<file path="src/rtl/mem_arbiter.sv">
// mem_arbiter: two-master round-robin arbiter for a single memory port.
//
// One transaction is in flight at a time: IDLE -> ISSUE -> (WAIT x RD_LAT) -> DONE
// for reads, and IDLE -> ISSUE -> DONE for writes. Arbitration is done only in IDLE.
// The winner's addr/we/wdata are captured on the edge that leaves IDLE, so the
// memory-side outputs stay stable for the whole transaction and keep their last
// value afterwards.
//
// Optional feature: define MEM_ARB_LOCK_EN to add m0_lock/m1_lock. A winner that
// holds its lock keeps exclusive ownership of the port, even while it is idle,
// until it drops the lock.
//
// Ports:
//   clk, reset                   clock, synchronous active-high reset
//   mX_req/we/addr/wdata         master X request (X = 0 core, 1 loader/debug/DMA)
//   mX_gnt                       one-cycle grant pulse (ISSUE cycle)
//   mX_rvalid                    one-cycle completion pulse (DONE cycle)
//   mX_rdata                     per-master read data, held until that master's next read
//   mem_address/data_out/we      memory request side
//   mem_data_in                  memory read data, valid RD_LAT cycles after address
//   busy                         a transaction is in progress
//   owner                        current or most recent winner
//   m0_lock, m1_lock             (MEM_ARB_LOCK_EN only) bus-lock requests

// Per-master return path: grant/completion pulses and the read-data register.
module mem_arb_port #(
  parameter int DATA_W = 32
) (
  input  logic              clk,
  input  logic              reset,
  input  logic              sel_i,        // this master owns the current transaction
  input  logic              issue_i,      // FSM in ISSUE
  input  logic              done_i,       // FSM in DONE
  input  logic              rd_sample_i,  // last WAIT cycle: memory data valid
  input  logic [DATA_W-1:0] mem_rdata_i,
  output logic              gnt_o,
  output logic              rvalid_o,
  output logic [DATA_W-1:0] rdata_o
);
  logic [DATA_W-1:0] rdata_q, rdata_d;

  always_comb begin
    rdata_d = rdata_q;
    if (sel_i && rd_sample_i) rdata_d = mem_rdata_i;
  end

  always_ff @(posedge clk) begin
    if (reset) rdata_q <= '0;
    else       rdata_q <= rdata_d;
  end

  assign gnt_o    = sel_i & issue_i;
  assign rvalid_o = sel_i & done_i;
  assign rdata_o  = rdata_q;
endmodule

module mem_arbiter #(
  parameter int ADDR_W = 32,
  parameter int DATA_W = 32,
  parameter int RD_LAT = 1    // 1..8
) (
  input  logic              clk,
  input  logic              reset,
`ifdef MEM_ARB_LOCK_EN
  input  logic              m0_lock,
  input  logic              m1_lock,
`endif
  input  logic              m0_req,
  input  logic              m0_we,
  input  logic [ADDR_W-1:0] m0_addr,
  input  logic [DATA_W-1:0] m0_wdata,
  output logic              m0_gnt,
  output logic              m0_rvalid,
  output logic [DATA_W-1:0] m0_rdata,
  input  logic              m1_req,
  input  logic              m1_we,
  input  logic [ADDR_W-1:0] m1_addr,
  input  logic [DATA_W-1:0] m1_wdata,
  output logic              m1_gnt,
  output logic              m1_rvalid,
  output logic [DATA_W-1:0] m1_rdata,
  output logic [ADDR_W-1:0] mem_address,
  output logic [DATA_W-1:0] mem_data_out,
  output logic              mem_we,
  input  logic [DATA_W-1:0] mem_data_in,
  output logic              busy,
  output logic              owner
);
  localparam int CNT_W = (RD_LAT > 1) ? $clog2(RD_LAT) : 1;

  typedef enum logic [1:0] {S_IDLE, S_ISSUE, S_WAIT, S_DONE} state_t;

  state_t             state_q, state_d;
  logic [CNT_W-1:0]   cnt_q, cnt_d;
  logic               owner_q, last_owner_q;
  logic [ADDR_W-1:0]  addr_q;
  logic [DATA_W-1:0]  wdata_q;
  logic               we_q;

  logic [1:0]             req_w, we_w, req_eff;
  logic [1:0][ADDR_W-1:0] addr_w;
  logic [1:0][DATA_W-1:0] wdata_w;
  logic                   winner, capture;

  assign req_w   = {m1_req, m0_req};
  assign we_w    = {m1_we, m0_we};
  assign addr_w  = {m1_addr, m0_addr};
  assign wdata_w = {m1_wdata, m0_wdata};

`ifdef MEM_ARB_LOCK_EN
  logic [1:0] lock_w;
  logic       lock_hold_q, lock_hold_d, locked;

  assign lock_w = {m1_lock, m0_lock};
  // Lock only bites while the holder still asserts it; otherwise plain round-robin.
  assign locked = lock_hold_q && lock_w[owner_q];

  always_comb begin
    req_eff = req_w;
    if (locked) req_eff[~owner_q] = 1'b0;
  end

  always_comb begin
    lock_hold_d = lock_hold_q;
    if (state_q == S_IDLE && !locked) lock_hold_d = 1'b0;
    if (capture) lock_hold_d = lock_w[winner];
  end

  always_ff @(posedge clk) begin
    if (reset) lock_hold_q <= 1'b0;
    else       lock_hold_q <= lock_hold_d;
  end
`else
  assign req_eff = req_w;
`endif

  // Tie goes to whoever did not win last; a lone requester simply wins.
  assign winner = (req_eff == 2'b11) ? ~last_owner_q : req_eff[1];

  always_comb begin
    state_d = state_q;
    cnt_d   = cnt_q;
    capture = 1'b0;
    case (state_q)
      S_IDLE: begin
        if (req_eff != 2'b00) begin
          state_d = S_ISSUE;
          capture = 1'b1;
        end
      end
      S_ISSUE: begin
        if (we_q) begin
          state_d = S_DONE;
        end else begin
          state_d = S_WAIT;
          cnt_d   = CNT_W'(RD_LAT - 1);
        end
      end
      S_WAIT: begin
        if (cnt_q == '0) state_d = S_DONE;
        else             cnt_d   = cnt_q - CNT_W'(1);
      end
      S_DONE:  state_d = S_IDLE;
      default: state_d = S_IDLE;
    endcase
  end

  always_ff @(posedge clk) begin
    if (reset) begin
      state_q      <= S_IDLE;
      cnt_q        <= '0;
      owner_q      <= 1'b0;
      last_owner_q <= 1'b1;   // m0 wins the first tie
      addr_q       <= '0;
      wdata_q      <= '0;
      we_q         <= 1'b0;
    end else begin
      state_q <= state_d;
      cnt_q   <= cnt_d;
      if (capture) begin
        owner_q      <= winner;
        last_owner_q <= winner;
        addr_q       <= addr_w[winner];
        wdata_q      <= wdata_w[winner];
        we_q         <= we_w[winner];
      end
    end
  end

  logic                   issue, done, rd_sample;
  logic [1:0]             gnt_w, rvalid_w;
  logic [1:0][DATA_W-1:0] rdata_w;

  assign issue     = (state_q == S_ISSUE);
  assign done      = (state_q == S_DONE);
  assign rd_sample = (state_q == S_WAIT) && (cnt_q == '0);

  for (genvar g = 0; g < 2; g++) begin : g_port
    mem_arb_port #(.DATA_W(DATA_W)) u_port (
      .clk         (clk),
      .reset       (reset),
      .sel_i       (owner_q == 1'(g)),
      .issue_i     (issue),
      .done_i      (done),
      .rd_sample_i (rd_sample),
      .mem_rdata_i (mem_data_in),
      .gnt_o       (gnt_w[g]),
      .rvalid_o    (rvalid_w[g]),
      .rdata_o     (rdata_w[g])
    );
  end

  assign m0_gnt    = gnt_w[0];
  assign m1_gnt    = gnt_w[1];
  assign m0_rvalid = rvalid_w[0];
  assign m1_rvalid = rvalid_w[1];
  assign m0_rdata  = rdata_w[0];
  assign m1_rdata  = rdata_w[1];

  assign mem_address  = addr_q;
  assign mem_data_out = wdata_q;
  assign mem_we       = issue & we_q;
  assign busy         = (state_q != S_IDLE);
  assign owner        = owner_q;
endmodule

</file>
<file path="config.mk">
export PLATFORM = sky130hd
export DESIGN_NAME = mem_arbiter
export DESIGN_NICKNAME = d
export VERILOG_FILES = /design/src/rtl/mem_arbiter.sv
export SDC_FILE = /design/constraint.sdc
export NUM_CORES = 1
export LEC_CHECK = 0
export CORE_AREA = 2 2 128 130
export DETAILED_ROUTE_END_ITERATION = 10
export DIE_AREA = 0 0 130 132
export HOLD_SLACK_MARGIN = 0.02
export PLACE_DENSITY_LB_ADDON = 0.15
export RECOVER_POWER = 50
export SLEW_MARGIN = 20
export SYNTH_ARGS = -nofsm -noshare
export SYNTH_HDL_FRONTEND = slang
export SYNTH_HIERARCHICAL = 1
export SYNTH_SLANG_ARGS = --single-unit
</file>
<file path="constraint.sdc">
create_clock -name clk -period 2.2 [get_ports clk]
set_input_delay 0.44 -clock clk [delete_from_list [all_inputs] [get_ports clk]]
set_output_delay 0.44 -clock clk [all_outputs]
set_load 0.1 [all_outputs]
</file>
== Word-level counts from Yosys, hierarchy flattened ==
Cells that the tools add are included.

* Word-level logic and storage cells: 51
* Bits in registers: 134

* Equality and inequality tests: 7
* Bitwise operators: 8
* Reductions and logical operators: 9
* $add $sub $neg: 1
* Magnitude comparators: 1
* Mux-type cells: 16

{| class="wikitable"
|+ Operators by type and width
! kind !! count
|-
| two-way mux 32 bit || 4
|-
| two-way mux 1 bit || 8
|-
| one-hot mux 2 bit (4 select lines) || 1
|-
| == test 2 bit (second input constant) || 3
|-
| != test 2 bit (second input constant) || 3
|-
| nonzero test 2 bit || 3
|-
| AND 1 bit || 5
|-
| two-way mux 2 bit || 2
|-
| AND reduction 2 bit || 2
|-
| logical AND 1 bit || 3
|-
| inverter 1 bit || 3
|-
| == test 2 x 1 -> 1 bit (second input constant) || 1
|-
| zero test 2 bit || 1
|-
| < comparator 1 x 2 -> 1 bit (second input constant) || 1
|-
| one-hot mux 1 bit (2 select lines) || 1
|-
| subtractor 1 bit (second input constant) || 1
|}

== Logic depth before layout (Yosys ltp) ==
Gate-level depths: netlist (run 1).

* Depth in word-level cells: 4
* Mapped depth: 7
* Depth with buffers taken out: 5

== Cells and area by module ==
The synthesis (run 1) kept the hierarchy.

{| class="wikitable"
|+ By module, submodules not included
! module !! cells an instance !! seq. area each (um^2) !! area each (um^2) !! times used
|-
| mem_arbiter || 389 || 1,381.3 || 3,478.3 || 1
|-
| mem_arb_port || 147 || 640.6 || 1,440.1 || 2
|}

== Worst setup path before layout (run 1) ==
OpenSTA, ideal clock, no wires.

* Path kind: reg-to-output
* From: reg owner_q, in the netlist owner
* To: out m1_gnt
* Setup slack: -0.415 ns
* Buffers on the path: 2
* Stages on the path, launching flop included: 4
* Data arrival time: 2.175 ns
* Path through: dfxtp_1 -> buf_6 -> buf_2 -> and2_1

* Longest elaborated chain between the ends: 1

{| class="wikitable"
|+ RTL lines
! item !! line !! RTL
|-
| from (decl) || 95 || <nowiki>logic owner_q, last_owner_q;</nowiki>
|-
| from (signal assigned) || 181 || <nowiki>owner_q <= winner;</nowiki>
|-
| AND 1 bit || 52 || <nowiki>assign gnt_o = sel_i & issue_i;</nowiki>
|-
| to (decl) || 79 || <nowiki>output logic m1_gnt,</nowiki>
|}

No other way between the ends.

== Final worst setup path (run 1) ==
* From: reg state_q[0]
* To: out busy

* Longest elaborated chain between the ends: 1

{| class="wikitable"
|+ RTL lines
! item !! line !! RTL
|-
| from (decl) || 93 || <nowiki>state_t state_q, state_d;</nowiki>
|-
| from (signal assigned) || 178 || <nowiki>state_q <= state_d;</nowiki>
|-
| nonzero test 2 bit || 223 || <nowiki>assign busy = (state_q != S_IDLE);</nowiki>
|-
| to (decl) || 86 || <nowiki>output logic busy,</nowiki>
|}

No other way between the ends.

==> results.yml, run 1 <==
setup_path:
  crit_top_cell: "inv_1"
  worstSetupStartpointType: "flop"
  endpoint_kind: "output pin"
  r2r.worst_path.cells: 5
  path_cells: "inv_1, ha_1, inv_1, buf_12"
  r2r_start: "state_q[0]"
  path_class: "reg2out"
  timing.rr.end: "g_port[1].u_port/rdata_o[31]"
  max_stage_delay_ps: 380
  critPathSlowestCell: "dfxtp_1"
  cp.arrival_ps: 1560
  ff2ff_setup_slack_ps: 430
  path_max_fanout: 8
  cp.required_ps: 1760
finish:
  antennaDiodeCount: 0
  nNetsFinal: 1122
  layout_common_cells: "164 x clkdlybuf4s50_1, 132 x dfxtp_1, 120 x clkbuf_2"
  areaGrowthSynthToFinish_pct: 50.7
  drive_gt1_share_pct: 31.2
  mostFrequentLayoutCell: "clkdlybuf4s50_1"
min_path:
  hold_path_depth: 2
  hold_end: "g_port[1].u_port/rdata_o[25]"
  hp-class: "in2reg"
  hp-start: "reset"
clocking:
  cts_sinks: 133
  clock_latency_ps: 410
  cts_tree: "done"
  ctsResizeCount: 0
  htreeDepth: 4
  clock_path_buffers: 2
  hold_buffers: 0
  post_cts_buffers: 0
  clockRootBuffer: "clkbuf_16"
  clkTransAtPathRegs_ps: 60
  numCtsBuffers: 17
timing:
  max_clock_freq_mhz: 500
  drv_slew: 0
  slew_headroom_pct: 51.7
  hold_viol: 0
  hold_ws_ps: 445
  skew_ps: 6.66
  tns_ps: 0
  grt_setup_unrepaired: "no"
  finalCriticalPeriod_ps: 2000
  timing.final.crit_share_pct: 91.0
  tightestPinTransition_ps: 724
  setup_viol: 0
grt:
  antenna_found_initial: 0
  grt_max_degree: 59
  grt-ovfl-total: 0
  grt_first_pass_wirelength_um: 30600
  grt.total_usage_pct: 22.2
  grt_pass1_vias: 5846
synthesis:
  ys_seq_area_share_pct: 41.9
  ys_ff_latch: 133
  netlist_area_um2: 6360
  postSynthAreaPerCell_um2: 9.31
  yosysUniqueCellTypes: 27
  synthesis.instances: 683
  yosys_warnings: 6
  syn_nets: 853
placed_design:
  io_buffer_count: 300
  dp.final_hpwl_um: 13400
  gp_congestion: 0.801
floorplanning:
  rows: 46
  ios: 301
  core-area_um2: 15700
  die_y_um: 132
  die_w_um: 130
  initial_core_util_pct: 40.5
  die_area_um2: 17200
power:
  p_leak_uw: 0.00385
  totalPowerFinal_uw: 14600
  power.density_nw_per_um2: 1520
  p_seq_share_pct: 22.7
  power_frac_comb_pct: 55.3
  power.switching_uw: 7560
  pwr-share-clk_pct: 22.0
  internal_power_uw: 6990
  netSwitchingFraction_pct: 52.0
  ir_drop_uv: 1000
outcome:
  status: "complete, no violations"
route:
  vias: 5892
  drt-met1-wl_um: 8270
  drt_iter0_markers: 284
  viasPerCell: 4.99
  dr_wl_met2_um: 8790
  ant_nets: 0
  wl_met3_um: 1610
  highest_layer: "met4"
  avgRoutedWirePerCell_um: 16.2
  drt_first_pass_iters: 5
  wl_um: 19200
  drc: 0
flow_run:
  cap_violations: 0
## final cells by class
type	count	area [µm²]
Clock inverter	12	226
Inverter	4	15.0
Fill cell	1456	6130
Clock buffer	20	437
Multi-Input combinational cell	476	3220
Sequential cell	133	2660
Tap cell	216	270
Timing Repair Buffer	320	2750
## worst max path at each step
stage | startpoint | endpoint | slack, ps | depth (start not counted)
after floorplan | owner | m0_gnt | 30 | 4
after global placement | m0_req | mem_address[1] | 170 | 5
after detailed placement | m0_req | mem_address[2] | 140 | 5
after CTS | state_q[0] | busy | 130 | 4
after global routing | state_q[0] | busy | 90 | 4
final | state_q[0] | busy | 200 | 4
## sequential cells by signal, summed over array words and instances (netlist names)
signal                 cells
g_port.u_port/rdata_o     64
last_owner_q               1
mem_address               32
mem_data_out              32
owner                      1
state_q                    2
we_q                       1
## power by group through the flow
stage	registers [µW]	logic, µW	clock network (µW)
5_1_grt	3370	8430	3360
3_5_place_dp	3350	8390	0
3_3_place_gp	3350	8350	0
6_report	3300	8050	3200
4_1_cts	3310	8410	3260
2_1_floorplan	7090	2760	0
## per-stage QoR
step | utilization, % | setup slack [ps] | instances | area [µm²]
2_1_floorplan | - | 30.2 | 683 | 6360
3_3_place_gp | 58.8 | 169 | 1149 | 9240
3_5_place_dp | 58.8 | 136 | 1149 | 9240
4_1_cts | 63.0 | 129 | 1181 | 9910
5_1_grt | 61.0 | 93.7 | 1181 | 9580
6_report | 61.0 | 199 | 1181 | 9580
## cells in the mapped netlist, drive strengths merged
cell type,count,area (µm²)
dfxtp,133,2660
a21oi,130,846
nor2,67,251
a211oi,65,733
a21bo,65,651
nand2,65,244
nand3,65,325
buf,57,424
clkbuf,13,48.8
and2,5,31.3
ha,4,50.1
inv,4,15.0
a31oi,2,12.5
o21ai,2,13.8
a21boi,1,11.3
a22oi,1,7.51
mux2i,1,10.0
nor3b,1,7.51
o21a,1,7.51
or2,1,6.26
## per-layer routing
metal / up-vias / track usage (%)
met5: - / 0
met4: 0 / 8.12
met3: 34 / 8.40
met2: 206 / 35.4
met1: 2712 / 27.2
li1: 2940 / -
## cell families after synthesis
kind of cell	synth area share, %
fa+ha+maj	0.787
simple gates	13.6
flops	41.9
buf+inv	7.67
compound gates	35.9
mux	0.157
## worst max-delay path, delay by kind of cell (launching register included)
family / cells / cell delay, ps
fa+ha+maj: 1 / 320
flops: 1 / 380
buf+inv: 3 / 450
Note: power is estimated with default switching activity, not from simulation.
==> run 2: changes to the inputs <==
--- a/config.mk
+++ b/config.mk
@@ -5,9 +5,11 @@
 export SDC_FILE = /design/constraint.sdc
 export NUM_CORES = 1
 export LEC_CHECK = 0
-export CORE_AREA = 2 2 128 130
+export CELL_PAD_IN_SITES_DETAIL_PLACEMENT = 2
+export CELL_PAD_IN_SITES_GLOBAL_PLACEMENT = 2
+export CORE_AREA = 2 2 170 172
 export DETAILED_ROUTE_END_ITERATION = 10
-export DIE_AREA = 0 0 130 132
+export DIE_AREA = 0 0 172 174
 export HOLD_SLACK_MARGIN = 0.02
 export PLACE_DENSITY_LB_ADDON = 0.15
 export RECOVER_POWER = 50
==> run 2 against run 1 <==
  * Worst setup slack lost 55 ps
  * Critical path depth shrank 1
  * First-iteration DRC count shrank 25%
  * Final cell count grew 15%
  * Count of clock-buffer cells in the layout shrank 3
  * Core utilization shrank 26 points
  * Critical path type unchanged
  * Critical endpoint is now m0_rvalid
==> results.yml, run 2 (same netlist as run 1, synthesis figures left out) <==
outcome:
  status: "complete, no violations"
floorplanning:
  rows: 62
  die_w_um: 172
  core-area_um2: 28200
  die_y_um: 174
  die_area_um2: 29900
  initial_core_util_pct: 22.5
  ios: 301
finish:
  largest_register_ffs: 64
  drive_gt1_share_pct: 31.8
  final_cell_area_um2: 9780
  final_cells: 1357
  layout_common_cells: "164 x clkdlybuf4s50_1, 132 x dfxtp_1, 112 x clkbuf_2"
  fin_util_pct: 34.6
  areaGrowthSynthToFinish_pct: 53.8
  mostFrequentLayoutCell: "clkdlybuf4s50_1"
  fillCellCount: 3211
  nNetsFinal: 1128
setup_path:
  path_max_fanout: 18
  cp.arrival_ps: 1620
  endpoint_kind: "output pin"
  cp.required_ps: 1760
  r2r.worst_path.cells: 5
  path_class: "reg2out"
  worstSetupStartpointType: "flop"
timing:
  hold_viol: 0
  drv_slew: 0
  max_clock_freq_mhz: 486
  grt_setup_unrepaired: "no"
  timing.final.crit_share_pct: 93.5
  tns_ps: 0
  slew_headroom_pct: 61.2
  tightestPinTransition_ps: 585
  skew_ps: 14.6
  setup_viol: 0
  finalCriticalPeriod_ps: 2060
  hold_ws_ps: 408
route:
  wl_um: 24800
  drt_iter0_markers: 212
  viasPerCell: 4.51
  drt_first_pass_iters: 4
  avgRoutedWirePerCell_um: 18.3
  drc: 0
  ant_nets: 0
  vias: 6120
placed_design:
  io_buffer_count: 300
  dp.final_hpwl_um: 17800
  dp_cells: 1323
  gp_congestion: 0.718
  dpl_cell_area_um2: 9510
grt:
  grt_max_degree: 57
  grt_pass1_vias: 6680
  grt.total_usage_pct: 16.5
  grt-ovfl-total: 0
  antenna_found_initial: 2
  grt_first_pass_wirelength_um: 38300
clocking:
  cts_tree: "done"
  clockRootBuffer: "clkbuf_16"
  ctsResizeCount: 0
  clock_latency_ps: 430
  hold_buffers: 0
  clock_path_buffers: 2
  numCtsBuffers: 17
  cts_sinks: 133
  clkTransAtPathRegs_ps: 70
  htreeDepth: 4
  post_cts_buffers: 0
flow_run:
  cap_violations: 0
min_path:
  hold_path_depth: 2
  hp-class: "in2reg"
power:
  power.density_nw_per_um2: 1470
  p_leak_uw: 0.00386
  ir_drop_uv: 640
[run 2: metal layers]
| metal | GRT usage, % | up-vias | wire (µm) |
|---|---|---|---|
| li1 | - | 2963 | - |
| met1 | 18.9 | 2964 | 10300 |
| met2 | 28.4 | 171 | 12200 |
| met3 | 5.74 | 22 | 1850 |
| met4 | 5.67 | 0 | 429 |
| met5 | 0 | - | 0 |
[run 2: area by class of cell]
class | instances | area [µm²] | share of cell area (%)
timing repair buffer | 326 | 2820 | 28.8
multi-input combinational | 476 | 3210 | 32.9
clock buffer | 17 | 425 | 4.35
antenna | 2 | 5.00 | 0.0512
sequential | 133 | 2660 | 27.2
tap | 384 | 480 | 4.91
inverter | 4 | 15.0 | 0.154
clock inverter | 15 | 156 | 1.60
[run 2: critical path, stage by stage (launching register included)]
cell and delay (ps):
dfxtp_2 600, inv_2 210, and2_1 210, buf_12 170
[run 2: power breakdown]
group          internal, µW  total [µW]  switching (µW)
clock network          1610        2890            1280
logic                  1890        8210            6310
registers              2970        3310             335
total                  6470       14400            7930
[run 2: worst paths after layout]
check                               startpoint                           end  slack [ps]
worst max-delay path                     owner                     m0_rvalid         140
worst min register to register  mem_address[3]                mem_address[3]         510
worst min-delay path                     reset   g_port[0].u_port/rdata_o[6]         410
worst max register to register      state_q[0]  g_port[0].u_port/rdata_o[29]         250
[run 2: per-stage QoR]
step	power [µW]	setup slack, ps
floorplan	9850	30.2
global placement	11900	162
detailed placement	12000	132
CTS	15000	58.0
global route	15200	24.5
finish	14400	143
==> run 3: changes to the inputs <==
--- a/config.mk
+++ b/config.mk
@@ -13,6 +13,7 @@
 export HOLD_SLACK_MARGIN = 0.02
 export PLACE_DENSITY_LB_ADDON = 0.15
 export RECOVER_POWER = 50
+export SKIP_CTS_REPAIR_TIMING = 1
 export SLEW_MARGIN = 20
 export SYNTH_ARGS = -nofsm -noshare
 export SYNTH_HDL_FRONTEND = slang
==> results of run 3 <==
No change in the layout: final DEF, timing and power equal those of run 2.
